$ cat src/rtl/memory_bus_pkg.sv
// Shared bus types and default widths for the memory arbiter slice.
// Structs use the default widths; parameterised instances size their own slots.
package memory_bus_pkg;

    localparam int ADDR_W = 32;
    localparam int DATA_W = 24;
    localparam int ID_W   = 8;

    typedef struct packed {
        logic [ADDR_W-1:0] address;
        logic [DATA_W-1:0] data;
        logic              write;
        logic [ID_W-1:0]   id;
    } ms_req_t;

    typedef struct packed {
        logic [DATA_W-1:0] data;
        logic [ID_W-1:0]   id;
    } sm_resp_t;

    // Width of an index that can address n ports, never narrower than one bit.
    function automatic int idx_width(input int n);
        return (n > 2) ? $clog2(n) : 1;
    endfunction

endpackage

$ cat src/rtl/memory_arbiter_rr_arbiter.sv
// Combinational round-robin picker: first asserted request at or after ptr, wrapping.
// ptr is assumed to be below N; the caller keeps it in range.
module rr_arbiter #(
    parameter int N     = 4,
    parameter int IDX_W = 2
) (
    input  logic [N-1:0]     req,
    input  logic [IDX_W-1:0] ptr,
    output logic [N-1:0]     grant,
    output logic [IDX_W-1:0] idx,
    output logic             any
);

    function automatic int wrap(input int v);
        return (v >= N) ? v - N : v;
    endfunction

    always_comb begin
        grant = '0;
        idx   = '0;
        any   = 1'b0;
        for (int i = 0; i < N; i++) begin
            if (!any && req[wrap(int'(ptr) + i)]) begin
                any                        = 1'b1;
                grant[wrap(int'(ptr) + i)] = 1'b1;
                idx                        = IDX_W'(wrap(int'(ptr) + i));
            end
        end
    end

endmodule

$ cat src/rtl/memory_arbiter.sv
// N-master round-robin request arbiter with ID-routed responses, one registered slot per path.
// Optional per-master grant counters when MEMORY_ARBITER_STATS_EN is defined.
module memory_arbiter #(
    parameter int N_MASTERS = 4,
    parameter int ADDR_W    = memory_bus_pkg::ADDR_W,
    parameter int DATA_W    = memory_bus_pkg::DATA_W,
    parameter int ID_W      = memory_bus_pkg::ID_W
) (
    input  logic                          clock,
    input  logic                          reset,
    input  logic [N_MASTERS-1:0]          m_ms_valid,
    input  logic [N_MASTERS*ADDR_W-1:0]   m_ms_address,
    input  logic [N_MASTERS*DATA_W-1:0]   m_ms_data,
    input  logic [N_MASTERS-1:0]          m_ms_write,
    output logic [N_MASTERS-1:0]          m_ms_take,
    output logic                          s_ms_valid,
    output logic [ADDR_W-1:0]             s_ms_address,
    output logic [DATA_W-1:0]             s_ms_data,
    output logic                          s_ms_write,
    output logic [ID_W-1:0]               s_ms_id,
    input  logic                          s_ms_take,
    input  logic                          s_sm_valid,
    input  logic [DATA_W-1:0]             s_sm_data,
    input  logic [ID_W-1:0]               s_sm_id,
    output logic                          s_sm_take,
    output logic [N_MASTERS-1:0]          m_sm_valid,
    output logic [DATA_W-1:0]             m_sm_data,
    input  logic [N_MASTERS-1:0]          m_sm_take,
    output logic                          bad_id
`ifdef MEMORY_ARBITER_STATS_EN
    ,
    output logic [N_MASTERS*16-1:0]       grant_count
`endif
);

    import memory_bus_pkg::*;

    localparam int IDX_W = idx_width(N_MASTERS);

    logic [IDX_W-1:0]     rr_ptr;
    logic [N_MASTERS-1:0] gnt;
    logic [IDX_W-1:0]     gnt_idx;
    logic                 gnt_any;
    logic                 req_free;
    logic [ADDR_W-1:0]    sel_address;
    logic [DATA_W-1:0]    sel_data;
    logic                 sel_write;
    logic [ID_W-1:0]      gnt_id;

    logic                 resp_valid;
    logic [IDX_W-1:0]     resp_idx;
    logic [DATA_W-1:0]    resp_data;
    logic                 resp_sel_take;
    logic                 resp_id_ok;

    assign req_free = !s_ms_valid || s_ms_take;

    // Holding off the picker during reset keeps any handshake from completing in that cycle.
    rr_arbiter #(
        .N     (N_MASTERS),
        .IDX_W (IDX_W)
    ) u_rr_arbiter (
        .req   (m_ms_valid & {N_MASTERS{req_free && !reset}}),
        .ptr   (rr_ptr),
        .grant (gnt),
        .idx   (gnt_idx),
        .any   (gnt_any)
    );

    assign m_ms_take = gnt;

    always_comb begin
        sel_address = m_ms_address[0 +: ADDR_W];
        sel_data    = m_ms_data[0 +: DATA_W];
        sel_write   = m_ms_write[0];
        for (int k = 0; k < N_MASTERS; k++) begin
            if (gnt[k]) begin
                sel_address = m_ms_address[k*ADDR_W +: ADDR_W];
                sel_data    = m_ms_data[k*DATA_W +: DATA_W];
                sel_write   = m_ms_write[k];
            end
        end
        gnt_id              = '0;
        gnt_id[IDX_W-1:0]   = gnt_idx;
    end

    always_ff @(posedge clock) begin
        if (reset) begin
            s_ms_valid <= 1'b0;
            rr_ptr     <= '0;
        end else if (gnt_any) begin
            s_ms_valid   <= 1'b1;
            s_ms_address <= sel_address;
            s_ms_data    <= sel_data;
            s_ms_write   <= sel_write;
            s_ms_id      <= gnt_id;
            rr_ptr       <= (gnt_idx == IDX_W'(N_MASTERS - 1)) ? '0 : gnt_idx + 1'b1;
        end else if (s_ms_take) begin
            s_ms_valid <= 1'b0;
        end
    end

    always_comb begin
        resp_sel_take = 1'b0;
        for (int k = 0; k < N_MASTERS; k++) begin
            if (resp_idx == IDX_W'(k)) begin
                resp_sel_take = m_sm_take[k];
            end
        end
    end

    assign s_sm_take  = !reset && (!resp_valid || resp_sel_take);
    assign resp_id_ok = 32'(s_sm_id) < 32'(N_MASTERS);
    assign m_sm_data  = resp_data;

    always_comb begin
        m_sm_valid = '0;
        for (int k = 0; k < N_MASTERS; k++) begin
            m_sm_valid[k] = resp_valid && (resp_idx == IDX_W'(k));
        end
    end

    // Out-of-range IDs are swallowed so a bad slave response cannot wedge the path.
    always_ff @(posedge clock) begin
        if (reset) begin
            resp_valid <= 1'b0;
            bad_id     <= 1'b0;
        end else if (s_sm_valid && s_sm_take) begin
            if (resp_id_ok) begin
                resp_valid <= 1'b1;
                resp_idx   <= s_sm_id[IDX_W-1:0];
                resp_data  <= s_sm_data;
            end else begin
                resp_valid <= 1'b0;
                bad_id     <= 1'b1;
            end
        end else if (resp_valid && resp_sel_take) begin
            resp_valid <= 1'b0;
        end
    end

`ifdef MEMORY_ARBITER_STATS_EN
    always_ff @(posedge clock) begin
        if (reset) begin
            grant_count <= '0;
        end else begin
            for (int k = 0; k < N_MASTERS; k++) begin
                if (gnt[k] && grant_count[k*16 +: 16] != 16'hFFFF) begin
                    grant_count[k*16 +: 16] <= grant_count[k*16 +: 16] + 16'd1;
                end
            end
        end
    end
`endif

endmodule

$ cat config.mk
export PLATFORM = sky130hd
export DESIGN_NAME = memory_arbiter
export DESIGN_NICKNAME = d
export VERILOG_FILES = /design/src/rtl/memory_bus_pkg.sv /design/src/rtl/memory_arbiter_rr_arbiter.sv /design/src/rtl/memory_arbiter.sv
export SDC_FILE = /design/constraint.sdc
export NUM_CORES = 1
export LEC_CHECK = 0
export ABC_CLOCK_PERIOD_IN_PS = 3300
export BUFFER_PORTS_ARGS = -buffer_cell sky130_fd_sc_hd__buf_2
export CAP_MARGIN = 10
export CORE_AREA = 5 5 143 145
export DETAILED_ROUTE_END_ITERATION = 16
export DIE_AREA = 0 0 148 150
export PLACE_DENSITY = 0.75
export SLEW_MARGIN = 20
export SYNTH_ARGS = -nofsm -noshare
export SYNTH_HDL_FRONTEND = slang
export SYNTH_SLANG_ARGS = --single-unit
$ cat constraint.sdc
create_clock -name clock -period 3.3 [get_ports clock]
set_clock_uncertainty 0.15 [all_clocks]
set_input_delay 0.165 -clock clock [delete_from_list [all_inputs] [get_ports clock]]
set_output_delay 0.165 -clock clock [all_outputs]
set_load 0.03 [all_outputs]
# [Word-level counts from Yosys, hierarchy flattened]
# Index checks and enable logic that the tools add are counted.
[totals] register_bits=90 inputBits=272 out_inout_bits=100 word_cells=125
[classes] addsub=8 n_lt_le_gt_ge=13 n_eq_ne=4 mux=55 bitwise_logic=6 n_reduce_logical=29
[ops] operator="32-bit 2-to-1 mux" count=7
[ops] operator="32-bit by 1-bit greater-or-equal comparator with 1-bit output, second input constant" count=4
[ops] operator="32-bit by 4-bit less-than comparator with 1-bit output, second input constant" count=4
[ops] operator="32-bit by 4-bit greater-or-equal comparator with 1-bit output, second input constant" count=3
[ops] operator="32-bit by 4-bit subtractor with 32-bit output, second input constant" count=3
[ops] operator="24-bit 2-to-1 mux" count=3
[ops] operator="1-bit 2-to-1 mux" count=28
[ops] operator="4-bit 2-to-1 mux" count=4
[ops] operator="1-bit logical AND" count=15
[ops] operator="4-bit bitwise OR" count=3
[ops] operator="2-bit 2-to-1 mux" count=5
[ops] operator="1-bit binary-select mux with 2-bit select" count=4
[ops] operator="1-bit demux with 2-bit select" count=4
[ops] operator="8-bit by 3-bit less-than comparator with 1-bit output, second input constant" count=1
[ops] operator="2-bit by 2-bit adder with 3-bit output, second input constant" count=2
[ops] operator="2-bit equality test, second input constant" count=3
[ops] operator="1-bit logical NOT" count=6
[ops] operator="4-bit bitwise AND" count=1
[ops] operator="2-bit AND reduction" count=2
[ops] operator="2-bit nonzero test" count=2
[ops] operator="2-bit by 3-bit subtractor with 4-bit output, second input constant" count=1
[ops] operator="2-bit by 1-bit adder with 3-bit output, second input constant" count=1
[ops] operator="2-bit by 3-bit greater-or-equal comparator with 1-bit output, second input constant" count=1
[ops] operator="3-bit AND reduction" count=1
[ops] operator="other kinds (5)" count=7

# [Longest topological paths before layout]
[logic_depth] word_depth=20 depth_mapped=13 depth_no_buf=8

# [Hierarchy]
# Synthesis repeated with hierarchy kept, for this count alone.
[hier_totals] hier_cells=435 hier_area_um2=5231.3
[modules_own_cells] mod="memory_arbiter" n_inst=1 cells_each=387 area_per_inst_um2=4772.1
[modules_own_cells] mod="rr_arbiter" n_inst=1 cells_each=48 area_per_inst_um2=459.2

# [Least setup slack after synthesis]
# Ideal clock, no wire load.
[synth_path] path_kind="flip-flop to flip-flop" start="reg (tool-made name)" end="reg s_ms_address[0], data pin" setup_time_ns=0.262 arrival_ns=2.909 t_required_ns=2.888 slack_ns=-0.021 path_stages_with_launch=12 n_path_buf=3 cell_sequence="dfxtp_1 > buf_2 > inv_1 > ha_1 > or3b_1 > a2111oi_4 > o21a_1 > buf_2 > clkbuf_1 > o21bai_1 > a211oi_1 > a21oi_1"
[synth_rtl] element="to (signal assigned)" line="memory_arbiter.sv:93" source="s_ms_address <= sel_address;"
[synth_rtl] element="to (decl)" line="memory_arbiter.sv:17" source="output logic [ADDR_W-1:0] s_ms_address,"

# [Worst setup path in the final report]
[layout_path] start="reg rr_ptr[1]" end="out m_ms_take[3]"
[layout_via] elab_chain_len=15 word_cells_on_any_way=63 classes_between="7 x add/sub; 12 x order compare; 31 x mux; 3 x bitwise; 10 x reduce/logical"
[layout_rtl] element="from (decl)" line="memory_arbiter.sv:40" source="logic [IDX_W-1:0] rr_ptr;"
[layout_rtl] element="from (signal assigned)" line="memory_arbiter.sv:97" source="rr_ptr <= (gnt_idx == IDX_W'(N_MASTERS - 1)) ? '0 : gnt_idx + 1'b1;"
[layout_rtl] element="parallel branches: the longest is 14 deep, another holds 32-bit by 4-bit subtractor with 32-bit output"
[layout_rtl] element="4-bit 2-to-1 mux (*)" line="memory_arbiter_rr_arbiter.sv:23" source="if (!any && req[wrap(int'(ptr) + i)]) begin"
[layout_rtl] element="to (decl)" line="memory_arbiter.sv:15" source="output logic [N_MASTERS-1:0] m_ms_take,"
# Every way passes the cells marked *. The select of a mux whose other input is x is not followed.

==> results.txt <==
The flow ran to the end, and the final reports show no timing, DRC or antenna violations. Post-detailed-routing wire length: 25000 microns. The post-detailed-route wirelength per cell was 19.4 microns. For the number of synthesis warnings, the log shows 0. Family of cells with the greatest summed delay on the critical path: simple AND/OR/NAND/NOR gates. The switching power of the nets was 0.00183 W; the row count was 51. The tools report the number of search-and-repair iterations in the first detailed-routing pass as 5.

The total cell area at the placement stage was 8820 sq um. The post-CTS clock slew at the launch and capture registers of the worst setup and hold paths is 0.07 ns, and the synthesis-to-layout area growth is 40.2%. The share of async-settable or async-resettable flops after synthesis works out to 0%. Mean instance size in the synthesized netlist: 9.94 sq um.

The logs give 0.279 mV for the highest ir drop seen on vdd and 318 MHz for the top achievable clock speed. The count of final hold-check violations is 0, and the maximum fanout encountered on the critical timing path is 44. The run gives 18000 microns as the placed wire-length estimate.

In this run the tightest slew margin relative to its limit is 42.8%. For the remaining global-route overflow, the log shows 0. The run gives 6965 as the number of global-route vias before repair. In this run, the clock network consumes 23.1% of the power. The final max-slew violation count was 0; the clock network latency to the later pin of the worst-skew pair was 0.35 ns. The share of total power dissipated in combinational logic is 44.7%. Counting stages on the worst path, the most repeated cell is buf_4. The slowest stage of the critical path is the or3b_4 cell. The worst min-delay path category was primary input to flop. The worst setup path is of the flop to primary output kind.

By area, the combinational part of the netlist is dominated by compound AO/OA/AOI/OAI gates. For the worst setup path, the data arrival time is 2.83 ns. The filler cells instantiated in the layout total 1743.

STA classifies the critical path endpoint as a primary output. The internal power of the cells totals 0.00276 W. The critical path goes through inv_2 > ha_4 > or3b_4 > a2111oi_4 > buf_4 > o21ai_4 > and3_2 > buf_12 > nor2_2 > buf_4. The tools report the number of primary I/O pins as 372. The overall fraction of global-route tracks in use was 21.3%; the number of standard cells in the final layout excluding fillers was 1287. For the initial antenna violation count, the log shows 0. After layout, the design draws a total of 0.00459 W.

The parity-gate share of the synthesized area counting xor and xnor cells is 0%. The sequential power share was 32.2%; the final period utilization was 95.2%. The count of flip-flops with a built-in enable after synthesis is 85.

In this run, distinct cell masters in the synthesized netlist total 52. The clock passes through at most 2 buffers. CTS built an H-tree with a depth of 3. The compound-gate portion of the synthesized area was 34.6%. The first-iteration detailed-routing DRC count came out at 437. The run gives 0.891 as the weighted congestion reported at the end of routability-driven placement. The number of port buffers was 365; the total negative slack for setup checks was 0 ns.

Once detail routing completed, the nets flagged for antenna violations numbered 0. The first global-routing pass estimated 37700 microns of wire. Of the cells placed in the final design, the portion with a size suffix greater than 1 is 44.7%. The die is 150 microns tall. In this run the power density over the cells is 483 nW/um^2. The number of vias after detailed routing was 7040; the fraction of power spent switching nets was 39.9%. The logs give 2.98 ns for the required time of the critical path and 35.5% for the initial cell density of the core. In this run the clock root is driven by a clkbuf_16. The share of the yosys chip area belonging to registers was 39.2%. Element type at the critical path start: a flop.

The analysis attributes to cell leakage a power of 4.47 nW. For this run, the leading register cell type out of synthesis is edfxtp_1. In the routed design, unresolved DRC markers number 0.

The final net count is 1324, and the number of placed cells counting well taps is 1235. The fraction of the mapped netlist area in adder cells is 1.48%. The tightest hold path in the finished design has a slack of 0.0242 ns. Simple-gate share of the synthesized area: 4.47%. The portion of synthesized area spent on multiplexers is 10.2%. After routing the design area is 9490 sq um. In this run the horizontal extent of the chip is 148 microns. After detailed routing, the number of vias per cell comes to 5.47.

Together, buffers and inverters on the worst path number 4. The core region is 19100 sq um. The max capacitance violation total is 0. The number of antenna diodes in the final layout is 0. The die covers 22200 sq um.

The number of clock buffers added by TritonCTS is 9. Setup repair after global routing left no endpoint under its margin. The delay contributed by the slowest stage of the critical path came out at 0.41 ns.

The final-report setup violation count is 0. The tools report the cell area after synthesis as 6770 sq um. The worst path needs 3.14 ns of the cycle, external delays included. The run gives 68 as the largest net degree at the start of global routing. Counting every sink on the clock net gives 90. Measured slew at the worst slew-check pin: 0.857 ns. The number of instances in the synthesized netlist was 681. TritonCTS built the clock tree. The number of register bits inferred by synthesis came out at 90.
-- power by group through the flow --
stage	registers, W	clock network [W]	logic [W]
detailed placement	0.00150	0	0.00198
finish	0.00148	0.00106	0.00205
CTS	0.00148	0.00109	0.00201
floorplan	0.00175	0	0.00112
global route	0.00149	0.00111	0.00221
global placement	0.00150	0	0.00194
-- state kept, by name, summed over array words and instances (netlist names), named ones only --
| register | count |
|---|---|
| resp_idx | 2 |
| s_ms_valid | 1 |
| m_sm_data | 24 |
| bad_id | 1 |
| s_ms_data | 24 |
| s_ms_write | 1 |
| s_ms_id | 2 |
| resp_valid | 1 |
| rr_ptr | 1 |
| s_ms_address | 32 |
-- logic make-up (layout without fill, tap and decap cells) --
logic type,Yosys count,count (layout)
AO/OA/AOI/OAI,315,315
flip-flops,90,90
other,1,6
buffers and inverters,147,510
multiplexers,64,64
adder cells (fa/ha/maj),8,8
AND/OR/NAND/NOR,56,56
-- cells in the mapped netlist, types with 3 or more instances --
cell	instances	share of area, %
a211oi_2	10	1.8
a311oi_1	36	4.7
nor2b_1	5	0.46
a21oi_1	119	8.8
buf_2	16	1.2
a211oi_1	50	5.5
inv_1	62	3.4
buf_6	10	1.7
buf_4	8	0.89
edfxtp_1	85	38
nand2_1	8	0.44
nor2_1	14	0.78
and2_1	3	0.28
nand2b_1	9	0.83
buf_1	3	0.17
clkbuf_1	46	2.5
o21ai_0	5	0.37
ha_1	8	1.5
mux4_2	4	1.3
o21bai_1	57	6.3
mux2i_1	59	8.7
a311oi_2	22	4.9
dfxtp_1	5	1.5
-- final cells by class --
cell class              instances  area, sq um  share of cell area, %
flip-flops and latches         90         2650                   27.9
clock inverters                 7         67.6                  0.712
repair buffers                431         2480                   26.2
multi-input cells             449         3530                   37.2
well taps                     238          298                   3.14
inverters                      63          236                   2.49
clock buffers                   9          225                   2.37
-- cells in the final DEF (no fill, tap or decap), types with 5 or more instances in the layout --
master | netlist | routed
nor2_1 | 14 | 13
nand2b_1 | 9 | 8
a311oi_1 | 36 | 36
nand2_1 | 8 | 7
ha_1 | 8 | 7
conb_1 | 1 | 6
o21bai_1 | 57 | 57
o21ai_0 | 5 | 5
a21oi_1 | 119 | 119
a211oi_2 | 10 | 10
buf_4 | 8 | 29
buf_12 | 0 | 6
buf_2 | 16 | 363
inv_1 | 62 | 61
clkbuf_16 | 0 | 9
dfxtp_1 | 5 | 5
a311oi_2 | 22 | 21
edfxtp_1 | 85 | 85
mux2i_1 | 59 | 59
a211oi_1 | 50 | 50
dlygate4sd3_1 | 0 | 31
-- routing by layer --
layer / part of all wire [%] / global-route usage [%] / up-vias / routed length, microns
met4: 1.9 / 6.10 / 0 / 471
li1: - / - / 3342 / -
met5: 0 / 0 / - / 0
met3: 9.0 / 4.97 / 37 / 2260
met1: 39 / 26.4 / 3275 / 9700
met2: 50 / 37.1 / 386 / 12600
-- final timing paths --
| path | cells after the start | start | slack, ns | end |
|---|---|---|---|---|
| worst max register to register | 7 | flop | 0.24 | s_ms_address[8] |
| worst max-delay path | 10 | rr_ptr[1] | 0.16 | m_ms_take[3] |
| worst min-delay path | 3 | m_ms_data[42] | 0.02 | s_ms_data[18] |
| worst min register to register | 2 | s_ms_valid | 0.44 | s_ms_valid |
-- stage by stage --
stage                     worst slack (ns)  util (%)
after floorplan                     0.0208         -
after global placement               0.168      46.2
after detailed placement             0.139      46.2
after CTS                          0.00307      49.5
after global routing                0.0305      49.8
final                                0.160      49.8
-- worst reg2reg max path, stage by stage (launching register included) --
cell	delay [ns]
dfxtp_1	0.34
buf_4	0.25
mux4_2	0.63
o32a_2	0.42
buf_4	0.29
a311oi_1	0.53
a211oi_1	0.09
a21oi_1	0.20
-- timing repair --
item                       4_1_cts  5_1_grt
hold buffers                    31        0
pin swaps                        3        2
resized for setup                0        9
setup endpoints to repair        2       28
hold endpoints to repair        31        0
buffers inserted                 2        3
(Power assumes the default switching activity.)
